`src/rtl/letter_queue_pkg.sv`:
```
// Shared types and defaults for the enigma-to-IR letter queue.
// DEPTH_DEF/ADDR_W_DEF also size the letter BRAM in top_level.
package letter_queue_pkg;

  localparam int LETTER_W   = 5;
  localparam int DEPTH_DEF  = 1000;
  localparam int ADDR_W_DEF = 11;

  typedef enum logic [2:0] {
    IDLE,
    FETCH,
    ISSUE,
    WAIT_BUSY,
    WAIT_DONE
  } lq_state_t;

endpackage

```
`src/rtl/letter_queue_if.sv`:
```
// BRAM port and ir_transmitter signals seen by the queue controller.
// master = controller side, slave = BRAM/transmitter side.
interface letter_queue_if #(
  parameter int ADDR_W = letter_queue_pkg::ADDR_W_DEF
);
  import letter_queue_pkg::*;

  logic [ADDR_W-1:0]   wr_addr_out;
  logic                wr_en_out;
  logic [ADDR_W-1:0]   rd_addr_out;
  logic [LETTER_W-1:0] rd_data_in;
  logic                tx_valid_out;
  logic [LETTER_W-1:0] tx_data_out;
  logic                tx_busy_in;

  modport master (
    output wr_addr_out, wr_en_out, rd_addr_out,
    output tx_valid_out, tx_data_out,
    input  rd_data_in, tx_busy_in
  );

  modport slave (
    input  wr_addr_out, wr_en_out, rd_addr_out,
    input  tx_valid_out, tx_data_out,
    output rd_data_in, tx_busy_in
  );

endinterface

```
`src/rtl/letter_queue_ctrl_rise_detect.sv`:
```
// Registered rising-edge detector; pulse is combinational with sig.
module rise_detect #(
  parameter logic RST_VAL = 1'b0
) (
  input  logic clk,
  input  logic rst,
  input  logic sig,
  output logic rise
);

  logic prev;

  always_ff @(posedge clk) begin
    if (rst) prev <= RST_VAL;
    else     prev <= sig;
  end

  assign rise = sig & ~prev;

endmodule

```
`src/rtl/letter_queue_ctrl.sv`:
```
// Letter queue controller: BRAM pointers, occupancy, one IR tx at a time.
// Optional: LETTER_QUEUE_PAUSE_EN adds pause_in to hold the FSM in IDLE.
module letter_queue_ctrl
  import letter_queue_pkg::*;
#(
  parameter int DEPTH        = DEPTH_DEF,
  parameter int ADDR_W       = ADDR_W_DEF,
  parameter int READ_LATENCY = 2,
  parameter int BUSY_TIMEOUT = 16
) (
  input  logic              clk_in,
  input  logic              rst_in,
  input  logic              enc_valid_in,
`ifdef LETTER_QUEUE_PAUSE_EN
  input  logic              pause_in,
`endif
  letter_queue_if.master    bus,
  output logic [ADDR_W-1:0] count_out,
  output logic              full_out,
  output logic              empty_out,
  output logic              overflow_out
);

  localparam int CNT_W = 8;
  localparam logic [ADDR_W-1:0] LAST     = ADDR_W'(DEPTH - 1);
  localparam logic [ADDR_W-1:0] FULL_CNT = ADDR_W'(DEPTH);
  localparam logic [CNT_W-1:0]  LAT_END  = CNT_W'(READ_LATENCY - 1);
  localparam logic [CNT_W-1:0]  TO_END   = CNT_W'(BUSY_TIMEOUT - 1);

  lq_state_t state, state_nx;

  logic [ADDR_W-1:0]   wr_ptr, rd_ptr, count;
  logic [CNT_W-1:0]    cnt;
  logic [LETTER_W-1:0] tx_data;
  logic enc_rise, busy_fall, push, pop, pause;
  logic lat_done, to_done, tx_valid;

`ifdef LETTER_QUEUE_PAUSE_EN
  assign pause = pause_in;
`else
  assign pause = 1'b0;
`endif

  rise_detect u_enc_rise (
    .clk  (clk_in),
    .rst  (rst_in),
    .sig  (enc_valid_in),
    .rise (enc_rise)
  );

  // Fall of busy seen as a rise of its inverse; idle line reads as not busy.
  rise_detect #(.RST_VAL(1'b1)) u_busy_fall (
    .clk  (clk_in),
    .rst  (rst_in),
    .sig  (~bus.tx_busy_in),
    .rise (busy_fall)
  );

  assign full_out  = (count == FULL_CNT);
  assign empty_out = (count == '0);
  assign push      = enc_rise & ~full_out;
  assign pop       = (state == WAIT_DONE) & busy_fall;
  assign lat_done  = (cnt == LAT_END);
  assign to_done   = (cnt == TO_END);

  always_ff @(posedge clk_in) begin
    if (rst_in) begin
      wr_ptr       <= '0;
      rd_ptr       <= '0;
      count        <= '0;
      overflow_out <= 1'b0;
    end else begin
      if (push) wr_ptr <= (wr_ptr == LAST) ? '0 : wr_ptr + 1'b1;
      if (pop)  rd_ptr <= (rd_ptr == LAST) ? '0 : rd_ptr + 1'b1;
      if (push & ~pop)      count <= count + 1'b1;
      else if (pop & ~push) count <= count - 1'b1;
      if (enc_rise & full_out) overflow_out <= 1'b1;
    end
  end

  always_ff @(posedge clk_in) begin
    if (rst_in) state <= IDLE;
    else        state <= state_nx;
  end

  always_comb begin
    state_nx = state;
    unique case (state)
      IDLE:      if (!empty_out && !pause) state_nx = FETCH;
      FETCH:     if (lat_done) state_nx = ISSUE;
      ISSUE:     state_nx = WAIT_BUSY;
      WAIT_BUSY: begin
        if (bus.tx_busy_in) state_nx = WAIT_DONE;
        else if (to_done)   state_nx = ISSUE;
      end
      WAIT_DONE: if (busy_fall) state_nx = IDLE;
      default:   state_nx = IDLE;
    endcase
  end

  // cnt doubles as read-latency and busy-timeout counter
  always_ff @(posedge clk_in) begin
    if (rst_in) begin
      cnt     <= '0;
      tx_data <= '0;
    end else begin
      unique case (state)
        IDLE:      cnt <= '0;
        FETCH: begin
          cnt <= cnt + 1'b1;
          if (lat_done) tx_data <= bus.rd_data_in;
        end
        ISSUE:     cnt <= '0;
        WAIT_BUSY: cnt <= cnt + 1'b1;
        default:   cnt <= cnt;
      endcase
    end
  end

  always_comb begin
    tx_valid = 1'b0;
    unique case (state)
      ISSUE:   tx_valid = 1'b1;
      default: tx_valid = 1'b0;
    endcase
  end

  assign bus.wr_addr_out  = wr_ptr;
  assign bus.wr_en_out    = push;
  assign bus.rd_addr_out  = rd_ptr;
  assign bus.tx_valid_out = tx_valid;
  assign bus.tx_data_out  = tx_data;
  assign count_out        = count;

endmodule

```
`src/flat_wrapper.sv`:
```
// flat-port wrapper written by rule: the top's interface ports become plain ports
module letter_queue_ctrl_flat import letter_queue_pkg::*;
#(
  parameter int DEPTH        = DEPTH_DEF,
  parameter int ADDR_W       = ADDR_W_DEF,
  parameter int READ_LATENCY = 2,
  parameter int BUSY_TIMEOUT = 16
)
  (clk_in, rst_in, enc_valid_in, count_out, full_out, empty_out, overflow_out, bus_wr_addr_out, bus_wr_en_out, bus_rd_addr_out, bus_tx_valid_out, bus_tx_data_out, bus_rd_data_in, bus_tx_busy_in);
  letter_queue_if #(.ADDR_W(ADDR_W)) bus_i ();
  input  logic clk_in;
  input  logic rst_in;
  input  logic enc_valid_in;
  output logic [ADDR_W-1:0] count_out;
  output logic full_out;
  output logic empty_out;
  output logic overflow_out;
  output wire logic [$bits(bus_i.wr_addr_out)-1:0] bus_wr_addr_out;
  output wire logic [$bits(bus_i.wr_en_out)-1:0] bus_wr_en_out;
  output wire logic [$bits(bus_i.rd_addr_out)-1:0] bus_rd_addr_out;
  output wire logic [$bits(bus_i.tx_valid_out)-1:0] bus_tx_valid_out;
  output wire logic [$bits(bus_i.tx_data_out)-1:0] bus_tx_data_out;
  input wire logic [$bits(bus_i.rd_data_in)-1:0] bus_rd_data_in;
  input wire logic [$bits(bus_i.tx_busy_in)-1:0] bus_tx_busy_in;
  assign bus_wr_addr_out = bus_i.wr_addr_out;
  assign bus_wr_en_out = bus_i.wr_en_out;
  assign bus_rd_addr_out = bus_i.rd_addr_out;
  assign bus_tx_valid_out = bus_i.tx_valid_out;
  assign bus_tx_data_out = bus_i.tx_data_out;
  assign bus_i.rd_data_in = bus_rd_data_in;
  assign bus_i.tx_busy_in = bus_tx_busy_in;
  letter_queue_ctrl #(.DEPTH(DEPTH), .ADDR_W(ADDR_W), .READ_LATENCY(READ_LATENCY), .BUSY_TIMEOUT(BUSY_TIMEOUT)) u_core (.clk_in(clk_in), .rst_in(rst_in), .enc_valid_in(enc_valid_in), .bus(bus_i), .count_out(count_out), .full_out(full_out), .empty_out(empty_out), .overflow_out(overflow_out));
endmodule
```
`config.mk`:
```
export PLATFORM = sky130hd
export DESIGN_NAME = letter_queue_ctrl_flat
export DESIGN_NICKNAME = d
export VERILOG_FILES = /design/src/rtl/letter_queue_pkg.sv /design/src/rtl/letter_queue_if.sv /design/src/rtl/letter_queue_ctrl_rise_detect.sv /design/src/rtl/letter_queue_ctrl.sv /design/src/flat_wrapper.sv
export SDC_FILE = /design/constraint.sdc
export NUM_CORES = 1
export LEC_CHECK = 0
export ABC_CLOCK_PERIOD_IN_PS = 10100
export CAP_MARGIN = 20
export CORE_UTILIZATION = 45
export CTS_BUF_LIST = sky130_fd_sc_hd__clkbuf_4
export CTS_CLUSTER_DIAMETER = 120
export DETAILED_ROUTE_END_ITERATION = 7
export GPL_TIMING_DRIVEN = 0
export MAX_ROUTING_LAYER = met4
export PLACE_DENSITY_LB_ADDON = 0.25
export SETUP_SLACK_MARGIN = 0.2
export SKIP_CTS_REPAIR_TIMING = 1
export SLEW_MARGIN = 20
export SYNTH_ARGS = -nofsm -noshare
export SYNTH_HDL_FRONTEND = slang
export SYNTH_SLANG_ARGS = --single-unit
export TNS_END_PERCENT = 1
```
`constraint.sdc`:
```
create_clock -name clk_in -period 10.1 [get_ports clk_in]
set_input_delay 1.515 -clock clk_in [delete_from_list [all_inputs] [get_ports clk_in]]
set_output_delay 1.515 -clock clk_in [all_outputs]
set_load 0.01 [all_outputs]
```
==> results.json, run 1 <==
{
  "grt_pass1_vias": 2200,
  "setup_viol": 0,
  "synth-seq-cells": 52,
  "synth.net_count": 331,
  "placement_rows": 27,
  "r2r.worst_path.cells": 12,
  "final_nets": 389,
  "power_density_nw_per_um2": 133,
  "cpPeakStageDelay_ps": 500,
  "cp.depth": 14,
  "startpoint_type": "input pin",
  "die_w_um": 79.1,
  "wl_per_cell_um": 13.4,
  "holdWs_ps": 506,
  "cts_buffers": 5,
  "relSlewSlack_pct": 60.9,
  "critPathMaxFanout": 11,
  "power_w": 0.000444,
  "vias": 2345,
  "crit_arrival_ps": 5020,
  "die_y_um": 79.1,
  "slowest_stage": "clkdlybuf4s50_1",
  "port_buffers": 51,
  "antenna_found_initial": 0,
  "start_util_pct": 47.7,
  "routabilityCongestion": 0.858,
  "crit_chain": "clkdlybuf4s50_1 > nor2_1 > and3_1 > clkbuf_1 > inv_1 > ha_1 > inv_1 > ha_1 > a21o_1 > nand4_1 > nand3_1 > a221oi_1 > mux2i_1 > mux2_2",
  "io_pins": 52,
  "reg2reg_to": "u_core.count_out[10]",
  "gr-total-overflow": 0,
  "clkSinkCount": 52,
  "syn_area_um2": 2680,
  "drv_cap": 0,
  "ys_warn_count": 0,
  "hold_viol": 0,
  "synth_edf_count": 0,
  "worst_setup_path_end_kind": "register",
  "syn_to_final_growth_pct": 24.5,
  "first_pass_iters": 4,
  "reg2reg_slack_ps": 6030,
  "clockBufferDepth": 2,
  "critPathBufInv": 4,
  "startpoint": "bus_tx_busy_in",
  "tritoncts": "built",
  "via_per_inst": 5.35,
  "synth_flop_cell": "dfxtp_1",
  "critPathKind": "in -> reg",
  "yosysSeqAreaShare_pct": 38.9,
  "crit_required_ps": 10370,
  "postRouteWirelength_um": 5880,
  "ys_types": 51,
  "drtIter0Drc": 76,
  "dp.cells": 430,
  "critPathTopFamily": "buffers and inverters",
  "final_cells": 438,
  "synth.avg_cell_area_um2": 8.72,
  "slew_violations": 0,
  "grt_setup_unrepaired": "false",
  "synth_cells": 307,
  "leakage_nw": 1.33,
  "finalSetupTns_ps": 0,
  "htree_levels": 2,
  "layout-drive-gt1-share_pct": 4.37,
  "hpwl_um": 4400,
  "coreArea_um2": 5610,
  "timing.rr.start": "u_core.count_out[0]",
  "route.detailed.drc": 0,
  "grt_pass1_wl_um": 10000,
  "crit_end": "u_core.count_out[10]",
  "num_antenna_cells": 0,
  "outcome": "finished clean",
  "clk_latency_ps": 360,
  "grt_max_degree": 16,
  "die-area_um2": 6260,
  "max-vdd-ir-drop_mv": 0.0813,
  "fin_crit_sh_pct": 47.0,
  "hold_path_class": "reg -> reg",
  "max_freq_mhz": 211,
  "grt_usage_pct": 20.6,
  "worstMarginPinSlew_ps": 585,
  "drtAntennaViolNets": 0,
  "synth-async-reset-ratio_pct": 0,
  "root_buffer": "clkbuf_4",
  "min_period_ps": 4750,
  "finClkSkew_ps": 9.01,
  "clk_pin_slew_ps": 140
}
[kinds of logic after synthesis]
logic type                 synth area share (%)
AOI/OAI and AO/OA                          12.2
xor gates and xnor gates                   9.16
adders and majority gates                  7.29
buffers and inverters                      2.10
DFF                                        38.9
muxes                                      3.79
and+or+nand+nor                            26.6
[metal layers]
metal  vias to the layer above  track usage (%)  part of all wire [%]
met5                         -                -                     0
met4                         0             7.09                   1.1
met3                         6             4.25                   4.0
met2                        43             35.0                    48
met1                      1093             24.0                    46
li1                       1203                -                     -
[registers in the layout (all words and copies together), names as in the netlist]
signal	flops
u_core.bus.rd_addr_out	11
u_core.bus.wr_addr_out	11
u_core.count_out	11
u_core.cnt	8
u_core.bus.tx_data_out	5
u_core.state	3
u_core.overflow_out	1
u_core.u_busy_fall.prev	1
u_core.u_enc_rise.prev	1
[cell type report]
cell class / count / area, um2
repair buffers: 51 / 510
clock inverters: 2 / 11.3
clock buffers: 6 / 45.0
multi-input cells: 240 / 1580
inverters: 5 / 18.8
flip-flops and latches: 52 / 1040
fillers: 543 / 2270
well taps: 72 / 90.1
plain buffers: 10 / 37.5
[worst register-to-register path: stages, from the launching register on]
cell and delay [ps]:
dfxtp_1 400, or4_4 580, nor4_4 420, and2b_4 280
ha_1 210, inv_1 330, ha_1 350, a21o_1 180
nand4_1 80, nand3_1 160, a221oi_1 380, mux2i_1 240
mux2_2 350
[report_power, final]
group          switching [W]  leakage, nW  internal [W]   total, W
Clock              0.0000645       0.0293     0.0000293  0.0000938
Sequential         0.0000145        0.423      0.000216   0.000231
Combinational      0.0000594        0.881     0.0000600   0.000119
[layout by cell type, fill, tap and decap left out, types with 9 or more instances in the layout]
master / netlist / layout
nor2_1: 50 / 50
clkdlybuf4s50_1: 0 / 51
nand2_1: 23 / 23
dfxtp_1: 52 / 52
nand3_1: 13 / 13
ha_1: 14 / 14
a21oi_1: 18 / 18
xor2_1: 22 / 22
mux2i_1: 9 / 9
[stage by stage]
stage | utilization [%] | setup slack [ps] | area (um2)
2_1_floorplan | - | 5960 | 2680
3_3_place_gp | 58.5 | 5010 | 3280
3_5_place_dp | 58.5 | 4980 | 3280
4_1_cts | 59.5 | 5390 | 3330
5_1_grt | 59.5 | 5080 | 3330
6_report | 59.5 | 5350 | 3330
[cells in the mapped netlist (2+ instances only)]
library cell / number / area [um2]
dfxtp_1: 52 / 1040
nor2_1: 50 / 188
nand2_1: 23 / 86.3
xor2_1: 22 / 193
a21oi_1: 18 / 90.1
ha_1: 14 / 175
nand3_1: 13 / 65.1
mux2i_1: 9 / 90.1
and3_1: 8 / 50.1
clkbuf_1: 8 / 30.0
o21ai_0: 7 / 35.0
a21o_1: 6 / 45.0
nor2b_1: 6 / 37.5
xnor2_1: 6 / 52.6
inv_1: 5 / 18.8
nand4_1: 5 / 31.3
nor3_1: 4 / 20.0
nor4_1: 4 / 25.0
nand2b_1: 3 / 18.8
or3_1: 3 / 18.8
a211o_1: 2 / 17.5
a31oi_1: 2 / 12.5
and4b_1: 2 / 20.0
buf_1: 2 / 7.51
nand3b_1: 2 / 15.0
nor3b_1: 2 / 15.0
nor4b_1: 2 / 17.5
o21a_1: 2 / 15.0
o21bai_1: 2 / 15.0
or4_1: 2 / 15.0
[worst min-delay path by stage]
stage | start | end | slack (ps) | cells after the start
floorplan | u_core.cnt[7] | u_core.cnt[7] | 480 | 2
global placement | u_core.overflow_out | u_core.overflow_out | 470 | 2
detailed placement | u_core.bus.wr_addr_out[10] | u_core.bus.wr_addr_out[10] | 480 | 2
CTS | u_core.bus.wr_addr_out[10] | u_core.bus.wr_addr_out[10] | 500 | 2
global route | u_core.bus.tx_data_out[3] | u_core.bus.tx_data_out[3] | 540 | 2
finish | u_core.bus.wr_addr_out[10] | u_core.bus.wr_addr_out[10] | 510 | 2
(Power assumes the default switching activity.)
==> run 2: changes to the inputs <==
Settings changed: ABC_CLOCK_PERIOD_IN_PS 10100 to 4000.
Clock period 10.1 ns to 4 ns, I/O delays scaled along.
==> run 2 against run 1 <==
- count of clock-buffer cells in the layout unchanged
- setup slack worse by 4900 ps
- power increased to 2.5 times the previous value
- final cell count is 1.1% higher
- cell area grew 1.5%
- sequential share of layout area is 0.46 points lower
- via count is 1.2% higher
- combinational power rose to 2.6 times the previous value
- wire length is 1.9% higher
- die area is the same
- sequential power grew to 2.5 times the previous value
==> results.json, run 2 (synthesis gave the netlist of run 1 again) <==
{
  "vias": 2373,
  "start_util_pct": 47.7,
  "routabilityCongestion": 0.858,
  "crit_end": "u_core.count_out[10]",
  "slew_violations": 0,
  "holdWs_ps": 505,
  "wl_per_cell_um": 13.5,
  "reg2reg_to": "u_core.count_out[10]",
  "num_antenna_cells": 0,
  "worst_setup_path_end_kind": "register",
  "power_density_nw_per_um2": 334,
  "critPathMaxFanout": 5,
  "p_sw_w": 0.000355,
  "clkSinkCount": 52,
  "port_buffers": 51,
  "final_core_utilization_pct": 60.4,
  "layout_common_cells": "52 x dfxtp_1, 50 x nor2_1, 50 x clkdlybuf4s50_1, 23 x nand2_1, 22 x xor2_1",
  "fin_crit_sh_pct": 88.8,
  "clk_pin_slew_ps": 150,
  "max-vdd-ir-drop_mv": 0.205,
  "pre_cts_ws_ps": -205,
  "outcome": "finished clean",
  "grt_usage_pct": 20.6,
  "grt_pass1_wl_um": 10000,
  "startpoint": "u_core.count_out[0]",
  "postRouteWirelength_um": 5990,
  "min_period_ps": 3550,
  "hold_viol": 0,
  "power_frac_seq_pct": 51.6,
  "reg2reg_slack_ps": 450,
  "placement_rows": 27,
  "die-area_um2": 6260,
  "gr-total-overflow": 0,
  "drtAntennaViolNets": 0,
  "via_per_inst": 5.36,
  "coreArea_um2": 5610,
  "die_y_um": 79.1,
  "relSlewSlack_pct": 60.8,
  "power.share.combinational_pct": 27.5,
  "hpwl_um": 4400,
  "setup_slack_ps": 450,
  "tritoncts": "built",
  "critPathKind": "reg -> reg",
  "htree_levels": 2,
  "leakage_nw": 1.36,
  "layout-drive-gt1-share_pct": 6.74,
  "timing.rr.start": "u_core.count_out[0]",
  "max_freq_mhz": 282,
  "startpoint_type": "register",
  "p_sw_share_pct": 31.4,
  "dp.cells": 430,
  "grt_max_degree": 16,
  "clockBufferDepth": 2,
  "intPower_w": 0.000777,
  "setup_viol": 0,
  "io_pins": 52,
  "drtIter0Drc": 131,
  "final_cells": 443,
  "grt_pass1_vias": 2200,
  "r2r.worst_path.cells": 12,
  "first_pass_iters": 4,
  "cts_buffers": 5,
  "layout_commonest_cell": "dfxtp_1",
  "clk_latency_ps": 360,
  "final_nets": 394,
  "crit_arrival_ps": 3820,
  "grt_setup_unrepaired": "false",
  "drv_cap": 0,
  "clockPowerShare_pct": 20.9,
  "syn_to_final_growth_pct": 26.4,
  "route.detailed.drc": 0,
  "hold_path_class": "reg -> reg",
  "root_buffer": "clkbuf_4",
  "worstMarginPinSlew_ps": 587,
  "crit_required_ps": 4270,
  "power_w": 0.00113,
  "antenna_found_initial": 0,
  "die_w_um": 79.1,
  "finClkSkew_ps": 8.28
}
run 2: layer usage:
layer	track usage (%)	up-vias	part of all wire [%]
met1	24.0	1106	46
li1	-	1215	-
met4	7.09	0	1.1
met3	4.25	6	4.3
met5	-	-	0
met2	35.0	46	49
run 2: metrics by stage:
stage,setup TNS (ps),area [um2]
after floorplan,0,2680
after global placement,-175,3280
after detailed placement,-205,3280
after CTS,-55.1,3330
after global routing,0,3380
final,0,3380
run 2: layout make-up:
class	count	area [um2]
Multi-Input combinational cell	240	1590
Inverter	5	22.5
Clock inverter	2	11.3
Timing Repair inverter	1	5.00
Buffer	10	37.5
Sequential cell	52	1040
Tap cell	72	90.1
Clock buffer	6	45.0
Timing Repair Buffer	55	543
Fill cell	531	2220
run 2: worst min path at each step:
stage / cells after the start / from / end
6_report: 2 / u_core.bus.wr_addr_out[10] / u_core.bus.wr_addr_out[10]
5_1_grt: 2 / bus_tx_busy_in / u_core.u_busy_fall.prev
4_1_cts: 2 / u_core.bus.wr_addr_out[10] / u_core.bus.wr_addr_out[10]
3_5_place_dp: 2 / u_core.bus.wr_addr_out[10] / u_core.bus.wr_addr_out[10]
3_3_place_gp: 2 / u_core.overflow_out / u_core.overflow_out
2_1_floorplan: 2 / u_core.cnt[7] / u_core.cnt[7]
run 2: critical path, stage by stage (launching register included):
cell,delay (ps)
dfxtp_1,410
or4_4,580
nor4_4,250
and2b_4,250
ha_2,220
clkinvlp_4,130
ha_1,270
a21o_1,180
nand4_1,80
nand3_1,190
a221oi_2,310
mux2i_1,220
mux2_2,360
run 2: power groups by stage:
stage	registers, W	logic (W)	clock network, W
floorplan	0.000597	0.000193	0
global placement	0.000593	0.000295	0
detailed placement	0.000594	0.000301	0
CTS	0.000583	0.000303	0.000249
global route	0.000589	0.000343	0.000270
finish	0.000584	0.000312	0.000236
